==> config.mk <==
export PLATFORM = sky130hd
export DESIGN_NAME = pixel_deserializer
export DESIGN_NICKNAME = d
export VERILOG_FILES = /design/src/rtl/pixel_deserializer.sv
export SDC_FILE = /design/constraint.sdc
export NUM_CORES = 1
export LEC_CHECK = 0
export ABC_AREA = 0
export CAP_MARGIN = 10
export CORE_UTILIZATION = 40
export DETAILED_ROUTE_END_ITERATION = 7
export DONT_BUFFER_PORTS = 1
export PLACE_DENSITY = 0.52
export RECOVER_POWER = 100
export SETUP_SLACK_MARGIN = 0.4
export SLEW_MARGIN = 5
export SYNTH_ARGS = -nofsm -noshare
export SYNTH_HDL_FRONTEND = slang
export SYNTH_SLANG_ARGS = --single-unit
==> constraint.sdc <==
create_clock -name clk -period 2 [get_ports clk]
set_clock_uncertainty 0.2 [all_clocks]
set_input_delay 0.3 -clock clk [delete_from_list [all_inputs] [get_ports clk]]
set_output_delay 0.3 -clock clk [all_outputs]
set_load 0.1 [all_outputs]
==> src/rtl/pixel_deserializer.sv <==
// -----------------------------------------------------------------------------
// pixel_deserializer
//   Input front end of the MNIST CNN pipeline, directly upstream of
//   conv_layer_1. It assembles the serial data_in stream into PIXEL_W-bit
//   pixels, frames them into IMG_W x IMG_H images, and tags every pixel with
//   its row/col. frame_start/frame_done let conv1 align its line buffers to
//   pixel (0,0).
//
// Ports
//   clk          in   1        rising-edge clock
//   rst_n        in   1        async active-low reset
//   data_in      in   1        serial pixel bit
//   bit_valid    in   1        qualifies data_in this cycle
//   frame_sync   in   1        1-cycle pulse, start of a new frame
//   pixel_out    out  PIXEL_W  assembled pixel (held between strobes)
//   pixel_valid  out  1        1-cycle strobe, pixel_out/row/col valid
//   row          out  ROW_W    row index of pixel_out
//   col          out  COL_W    col index of pixel_out
//   frame_start  out  1        with pixel_valid of pixel (0,0)
//   frame_done   out  1        with pixel_valid of the last pixel
//   frame_err    out  1        1-cycle pulse, frame aborted by early sync
//   busy         out  1        high while receiving a frame
// -----------------------------------------------------------------------------
module pixel_deserializer #(
    parameter int PIXEL_W   = 8,
    parameter int IMG_W     = 28,
    parameter int IMG_H     = 28,
    parameter bit MSB_FIRST = 1'b1,
    localparam int ROW_W    = (IMG_H > 1) ? $clog2(IMG_H) : 1,
    localparam int COL_W    = (IMG_W > 1) ? $clog2(IMG_W) : 1
) (
    input  logic               clk,
    input  logic               rst_n,
    input  logic               data_in,
    input  logic               bit_valid,
    input  logic               frame_sync,
    output logic [PIXEL_W-1:0] pixel_out,
    output logic               pixel_valid,
    output logic [ROW_W-1:0]   row,
    output logic [COL_W-1:0]   col,
    output logic               frame_start,
    output logic               frame_done,
    output logic               frame_err,
    output logic               busy
);

    localparam int BIT_W = (PIXEL_W > 1) ? $clog2(PIXEL_W) : 1;

    localparam logic [BIT_W-1:0] BIT_LAST = BIT_W'(PIXEL_W - 1);
    localparam logic [COL_W-1:0] COL_LAST = COL_W'(IMG_W - 1);
    localparam logic [ROW_W-1:0] ROW_LAST = ROW_W'(IMG_H - 1);

    typedef enum logic {
        IDLE,
        RECV
    } state_t;

    state_t state_q, state_d;

    logic [BIT_W-1:0]   bit_cnt_q, bit_cnt_d;
    logic [COL_W-1:0]   col_cnt_q, col_cnt_d;
    logic [ROW_W-1:0]   row_cnt_q, row_cnt_d;
    logic [PIXEL_W-1:0] shift_q,   shift_d;

    logic [PIXEL_W-1:0] pixel_d;
    logic [ROW_W-1:0]   row_d;
    logic [COL_W-1:0]   col_d;
    logic               pixel_valid_d;
    logic               frame_start_d;
    logic               frame_done_d;
    logic               frame_err_d;

    // Counter/shift values the incoming bit builds on: the live registers, or
    // zero when a sync restarts the frame in this same cycle.
    logic [BIT_W-1:0]   bit_base;
    logic [COL_W-1:0]   col_base;
    logic [ROW_W-1:0]   row_base;
    logic [PIXEL_W-1:0] shift_base;
    logic [PIXEL_W-1:0] shift_in;
    logic               accept;

    assign busy = (state_q == RECV);

    // -------------------------------------------------------------------------
    // Next-state and next-output logic
    // -------------------------------------------------------------------------
    always_comb begin
        // NOTE: every signal written here is given a default first, so no path
        // leaves one unassigned and no latch is inferred.
        state_d       = state_q;
        bit_cnt_d     = bit_cnt_q;
        col_cnt_d     = col_cnt_q;
        row_cnt_d     = row_cnt_q;
        shift_d       = shift_q;
        pixel_d       = pixel_out;
        row_d         = row;
        col_d         = col;
        pixel_valid_d = 1'b0;
        frame_start_d = 1'b0;
        frame_done_d  = 1'b0;
        frame_err_d   = 1'b0;
        bit_base      = bit_cnt_q;
        col_base      = col_cnt_q;
        row_base      = row_cnt_q;
        shift_base    = shift_q;
        shift_in      = '0;
        accept        = 1'b0;

        // A sync always restarts the frame, even on the last bit of the
        // current one; any partial pixel/frame is dropped.
        if (frame_sync) begin
            state_d     = RECV;
            frame_err_d = (state_q == RECV);
            bit_base    = '0;
            col_base    = '0;
            row_base    = '0;
            shift_base  = '0;
            bit_cnt_d   = '0;
            col_cnt_d   = '0;
            row_cnt_d   = '0;
            shift_d     = '0;
            accept      = bit_valid;
        end else if (state_q == RECV) begin
            accept = bit_valid;
        end

        if (MSB_FIRST) begin
            shift_in = {shift_base[PIXEL_W-2:0], data_in};
        end else begin
            shift_in = {data_in, shift_base[PIXEL_W-1:1]};
        end

        if (accept) begin
            if (bit_base == BIT_LAST) begin
                bit_cnt_d     = '0;
                shift_d       = '0;
                pixel_d       = shift_in;
                row_d         = row_base;
                col_d         = col_base;
                pixel_valid_d = 1'b1;
                frame_start_d = (row_base == '0) && (col_base == '0);
                if (col_base == COL_LAST) begin
                    col_cnt_d = '0;
                    if (row_base == ROW_LAST) begin
                        frame_done_d = 1'b1;
                        row_cnt_d    = '0;
                        state_d      = IDLE;
                    end else begin
                        row_cnt_d = row_base + 1'b1;
                    end
                end else begin
                    col_cnt_d = col_base + 1'b1;
                end
            end else begin
                bit_cnt_d = bit_base + 1'b1;
                shift_d   = shift_in;
            end
        end
    end

    // -------------------------------------------------------------------------
    // State and output registers
    // -------------------------------------------------------------------------
    always_ff @(posedge clk or negedge rst_n) begin
        if (!rst_n) begin
            state_q     <= IDLE;
            bit_cnt_q   <= '0;
            col_cnt_q   <= '0;
            row_cnt_q   <= '0;
            shift_q     <= '0;
            pixel_out   <= '0;
            row         <= '0;
            col         <= '0;
            pixel_valid <= 1'b0;
            frame_start <= 1'b0;
            frame_done  <= 1'b0;
            frame_err   <= 1'b0;
        end else begin
            // NOTE: non-blocking assignments so every register samples the
            // values computed before this edge, independent of statement order.
            state_q     <= state_d;
            bit_cnt_q   <= bit_cnt_d;
            col_cnt_q   <= col_cnt_d;
            row_cnt_q   <= row_cnt_d;
            shift_q     <= shift_d;
            pixel_out   <= pixel_d;
            row         <= row_d;
            col         <= col_d;
            pixel_valid <= pixel_valid_d;
            frame_start <= frame_start_d;
            frame_done  <= frame_done_d;
            frame_err   <= frame_err_d;
        end
    end

endmodule
==> impl_metrics.json, run 1 <==
{
  "hold_violations": 0,
  "setup_viol_count_final": 0,
  "finalNonFillerCells": 295,
  "synth_largest_area_cell": "dfrtp_1",
  "startpoint_type": "flip-flop",
  "cts.reportedPaths.clkPinSlew_ns": 0.08,
  "dr.first_iter.drc_count": 57,
  "relSlewSlack": 0.291,
  "drive_gt1_frac": 0.332,
  "rows": 25,
  "avgSynthCellArea_um2": 10.3,
  "die_h_um": 71.8,
  "slowest_delay_ns": 0.50,
  "core-area_um2": 4690,
  "cts_tree": "built",
  "synthFlopType": "dfrtp_1",
  "clk_path_buf_depth": 2,
  "critical_path_required_ns": 1.98,
  "numCtsBuffers": 5,
  "multi_input_area_um2": 905,
  "placedCellCount": 260,
  "clock_sinks": 43,
  "h-tree-depth": 2,
  "ys_types": 39,
  "whs_ns": 0.00877,
  "cp_data_arrival_time_ns": 1.88,
  "r2r-start": "bit_cnt_q[1]",
  "cp_common_cell": "ha_4",
  "synthCells": 190,
  "cp_num_cells": 6,
  "routedWlPerCell_um": 15.5,
  "drc": 0,
  "endpoint": "row_cnt_q[4]",
  "first_pass_iters": 4,
  "max_slew.worst_pin.slew_ns": 1.06,
  "cts_root_buffer": "clkbuf_8",
  "clock_latency_ns": 0.30,
  "vias_per_cell": 5.28,
  "r2r_end": "row_cnt_q[4]",
  "slowest_stage": "or4b_4",
  "layout_common_cells": "dfrtp_1, clkbuf_2, nand2_1, buf_4, nand2b_1",
  "synth_nets": 201,
  "syn-cell-area_um2": 1950,
  "grt_max_degree": 44,
  "finalWirelength_mm": 4.58,
  "yosys.area.top_type_share": 0.552,
  "area_growth_pct": 32.3,
  "synth_warnings": 0,
  "cp_top_family": "simple AND/OR/NAND/NOR gates",
  "startpoint": "bit_cnt_q[1]",
  "fin_crit_ns": 1.90,
  "finalCritPeriodShare": 0.950,
  "fmax_mhz": 526,
  "track_usage": 0.188,
  "grt_pass1_vias": 1500,
  "outcome": "complete, no violations",
  "port_buffers": 0,
  "final_common_cell": "dfrtp_1",
  "end_kind": "flip-flop",
  "fin_total_pwr_w": 0.00176,
  "place.gp.congestion": 0.786,
  "leakagePower_nw": 1.24,
  "rrSetupSlack_ns": 0.1,
  "dp_hpwl_mm": 2.62,
  "diodes": 0,
  "cp_cell_sequence": "nor2b_4 -> ha_4 -> ha_4 -> clkinvlp_2 -> or4b_4 -> mux2i_1",
  "synth_edf_count": 0,
  "hold_depth": 2,
  "critPathBufInv": 1,
  "seq_area_um2": 1080,
  "antenna_found_initial": 0,
  "die_x_um": 71.8,
  "nNetsFinal": 251,
  "ios": 28,
  "cp_max_fo": 6,
  "drv_slew": 0,
  "antenna_left": 0,
  "rr_worst_depth": 6,
  "seq_area_frac_synth": 0.552,
  "timing_worst_setup_path_type": "flip-flop to flip-flop",
  "rsz0062_at_grt": "true",
  "grt_pass1_wl_mm": 7.29,
  "dieArea_um2": 5150,
  "timing.setup.tns_ns": 0,
  "synth_seq_cells": 43,
  "postLayoutCoreUtil": 0.549,
  "yosys-top-cells-area": "dfrtp_1, nand2b_1, nand2_1",
  "hold_path.class": "input port to flip-flop",
  "initial_core_util": 0.415,
  "cellPowerDensity_nw_per_um2": 683,
  "maxCapViolCount": 0,
  "peakVddDrop_v": 0.000419,
  "grt_overflow_total": 0,
  "n_fill_cell": 450,
  "synthArstFlopShare": 1.00,
  "route.vias.total": 1557
}
[worst register-to-register path, stage by stage, from the launching register on]
cell and delay (ns):
dfrtp_1 0.36, nor2b_4 0.17, ha_4 0.14, ha_4 0.15, clkinvlp_2 0.14, or4b_4 0.50, mux2i_1 0.13
[state kept, by name, summed over array words and instances (netlist names)]
signal	count
pixel_out	8
shift_q	7
col	5
col_cnt_q	5
row	5
row_cnt_q	5
bit_cnt_q	3
busy	1
frame_done	1
frame_err	1
frame_start	1
pixel_valid	1
[power breakdown]
part           leakage (nW)  switching, W  internal (W)
clock network        0.0654      0.000293      0.000499
logic                 0.582     0.0000492     0.0000366
registers             0.588    0.00000568      0.000878
total                  1.24      0.000347       0.00141
[cell usage after synthesis, types with 2 or more instances]
cell type / count
dfrtp_1: 43
nor3_1: 2
a22o_1: 3
xnor2_1: 2
inv_1: 5
a21oi_1: 10
a31oi_1: 2
buf_2: 3
mux2_2: 2
o21ai_0: 18
nand2b_1: 18
nand3_1: 2
nand4_1: 7
nor2_1: 4
nand2_1: 29
mux2i_1: 3
clkbuf_1: 6
ha_1: 6
nor2b_1: 5
[final cells by class]
| type | instances | share of cell area |
|---|---|---|
| tap | 54 | 0.0262 |
| timing repair buffer | 53 | 0.140 |
| multi-input combinational | 131 | 0.351 |
| sequential | 43 | 0.418 |
| clock buffer | 6 | 0.0282 |
| inverter | 6 | 0.0131 |
| clock inverter | 2 | 0.0233 |
[repair_timing]
item | in CTS | in global routing
hold buffers | 5 | 0
gates resized for setup | 21 | 21
buffers inserted | 13 | 9
pin swaps | 6 | 11
setup endpoints to repair | 30 | 39
hold endpoints to repair | 62 | 0
gates cloned | 0 | 0
[cell families after synthesis]
group | share of synthesized area
muxes | 0.0270
AOI/OAI and AO/OA | 0.127
DFF | 0.552
xor gates and xnor gates | 0.00899
buffers and inverters | 0.0366
and+or+nand+nor | 0.210
adders and majority gates | 0.0385
[metal layers]
layer | global-route usage | vias up | routed length (um)
met3 | 0.0591 | 4 | 223
met5 | 0 | - | 0
met4 | 0.0610 | 0 | 42
met1 | 0.237 | 755 | 2060
li1 | - | 757 | -
met2 | 0.307 | 41 | 2250
[per-stage QoR]
step / setup WS, ns / area, um2
CTS: 0.169 / 2590
finish: 0.0991 / 2580
floorplan: 0.0133 / 2040
global route: 0.0737 / 2580
global placement: 0.126 / 2210
detailed placement: 0.0542 / 2210
[how the worst min path moves through the flow]
stage	slack, ns	from	endpoint
floorplan	-0.20	rst_n	bit_cnt_q[0]
global placement	-0.19	rst_n	pixel_valid
detailed placement	-0.19	rst_n	pixel_valid
CTS	0.0008	frame_sync	frame_start
global route	0.01	frame_sync	col_cnt_q[3]
finish	0.009	frame_sync	frame_start
No activity file was read; power rests on OpenSTA's default activity.
==> run 2, diff against run 1 <==
CTS_BUF_LIST = sky130_fd_sc_hd__clkbuf_8   (was unset)
==> run 2 against run 1 <==
Net effect:
- critical path depth unchanged
- first-iteration DRC count down 1.8%
- non-clock buffer count stayed put
- largest power group unchanged
- highest routed layer unchanged
- maximum frequency rose by 0.13%
==> impl_metrics.json, run 2 (same netlist as run 1, synthesis figures left out) <==
{
  "outcome": "complete, no violations",
  "placedCellCount": 260,
  "routedWlPerCell_um": 15.4,
  "cts_root_buffer": "clkbuf_8",
  "fin_crit_ns": 1.90,
  "seq_power_share": 0.504,
  "track_usage": 0.185,
  "cp_top_family": "simple AND/OR/NAND/NOR gates",
  "cellPowerDensity_nw_per_um2": 681,
  "initial_core_util": 0.415,
  "route.vias.total": 1549,
  "cts_tree": "built",
  "startpoint_type": "flip-flop",
  "cts.reportedPaths.clkPinSlew_ns": 0.08,
  "switching_share": 0.196,
  "peakVddDrop_v": 0.000417,
  "timing_worst_setup_path_type": "flip-flop to flip-flop",
  "final_common_cell": "dfrtp_1",
  "finalCritPeriodShare": 0.949,
  "drc": 0,
  "hold_path.class": "input port to flip-flop",
  "rsz0062_at_grt": "true",
  "leakagePower_nw": 1.24,
  "reg_top3": "pixel_out x8, shift_q x7",
  "port_buffers": 0,
  "hold_violations": 0,
  "ios": 28,
  "dr.first_iter.drc_count": 56,
  "combPwrFrac": 0.049,
  "dieArea_um2": 5150,
  "setup_viol_count_final": 0,
  "dpl-instance-area_um2": 2210,
  "pwr-share-clk": 0.446,
  "finalNonFillerCells": 295,
  "dp_hpwl_mm": 2.62,
  "nNetsFinal": 251,
  "diodes": 0,
  "end_kind": "flip-flop",
  "intPower_w": 0.00141,
  "cp_data_arrival_time_ns": 1.88,
  "layout_common_cells": "dfrtp_1, clkbuf_2, nand2_1, buf_4, nand2b_1",
  "vias_per_cell": 5.25,
  "numCtsBuffers": 5,
  "grt_max_degree": 44,
  "max_slew.worst_pin.slew_ns": 1.07,
  "drv_slew": 0,
  "fin_total_pwr_w": 0.00175,
  "critPathBufInv": 1,
  "timing.setup.tns_ns": 0,
  "clock_sinks": 43,
  "whs_ns": 0.0105,
  "slowest_delay_ns": 0.50,
  "area_growth_pct": 32.1,
  "fin_area_um2": 2570,
  "die_h_um": 71.8,
  "antenna_left": 0,
  "grt_pass1_wl_mm": 7.18,
  "relSlewSlack": 0.284,
  "maxCapViolCount": 0,
  "antenna_found_initial": 0,
  "regMostFlops": "pixel_out",
  "h-tree-depth": 2,
  "cp_cell_sequence": "nor2b_4 -> ha_4 -> ha_4 -> clkinvlp_2 -> or4b_4 -> mux2i_1",
  "slowest_stage": "or4b_4",
  "grt_pass1_vias": 1485,
  "grt_overflow_total": 0,
  "clock_latency_ns": 0.30,
  "finalWirelength_mm": 4.55,
  "cp_max_fo": 6,
  "p_switching_w": 0.000343,
  "first_pass_iters": 4,
  "largest_reg_flops": 8,
  "fmax_mhz": 527,
  "die_x_um": 71.8,
  "critical_path_required_ns": 1.98,
  "clk_path_buf_depth": 2,
  "drive_gt1_frac": 0.336,
  "core-area_um2": 4690,
  "place.gp.congestion": 0.786,
  "rows": 25,
  "cp_common_cell": "ha_4"
}
## run 2: cell types whose count changed in the layout (fill, tap and decap cells not counted), sizes merged
cell,change
inv,+1
clkbuf,+1
buf,-2
## run 2: what timing repair did
action	in CTS	in global routing
hold buffers	5	0
gates resized for setup	20	21
endpoints found under the hold margin	62	0
buffers inserted	13	9
setup endpoints to repair	30	39
pin swaps	6	11
## run 2: area by class of cell
type | instances | area, um2
Clock buffer | 5 | 68.8
Clock inverter | 3 | 63.8
Fill cell | 446 | 2120
Inverter | 6 | 31.3
Multi-Input combinational cell | 131 | 911
Sequential cell | 43 | 1080
Tap cell | 54 | 67.6
Timing Repair Buffer | 53 | 354
## run 2: stage by stage
stage | worst slack, ns | util
final | 0.102 | 0.549
after global routing | 0.0748 | 0.549
after CTS | 0.169 | 0.549
after detailed placement | 0.0542 | 0.471
after global placement | 0.126 | 0.471
after floorplan | 0.0133 | -
## run 2: final timing paths
| kind | depth (start not counted) | endpoint | slack [ns] | startpoint |
|---|---|---|---|---|
| max reg2reg | 6 | row_cnt_q[4] | 0.10 | bit_cnt_q[1] |
| min reg2reg | 2 | col[0] | 0.28 | col[0] |
| max | 6 | row_cnt_q[4] | 0.10 | bit_cnt_q[1] |
| min in group asynchronous | 2 | row_cnt_q[0] | 0.56 | rst_n |
| min | 2 | frame_start | 0.01 | frame_sync |
| max in group asynchronous | 2 | busy | 0.32 | rst_n |
## run 2: layer usage
metal  GRT usage  vias up  share of wire
met4      0.0610        0         0.0092
met2       0.299       46           0.49
met1       0.235      742           0.46
met3      0.0591        4          0.049
li1            -      757              -
met5           0        -              0
## run 2: worst reg2reg max path: cells and delay by family (launching register included)
| family | cells | cell delay [ns] |
|---|---|---|
| adders and majority gates | 2 | 0.29 |
| buffers and inverters | 1 | 0.13 |
| DFF | 1 | 0.36 |
| muxes | 1 | 0.13 |
| and+or+nand+nor | 2 | 0.67 |
## run 2: power by group through the flow
| stage | sequential (W) | clock (W) | combinational, W |
|---|---|---|---|
| floorplan | 0.000909 | 0 | 0.0000429 |
| global placement | 0.000900 | 0 | 0.0000409 |
| detailed placement | 0.000901 | 0 | 0.0000417 |
| CTS | 0.000883 | 0.000806 | 0.0000833 |
| global route | 0.000884 | 0.000835 | 0.0000957 |
| finish | 0.000884 | 0.000782 | 0.0000863 |
==> run 3, diff against run 2 <==
ABC_CLOCK_PERIOD_IN_PS = 2000   (was unset)
==> results of run 3 <==
No change in the layout: final DEF, timing and power equal those of run 2.
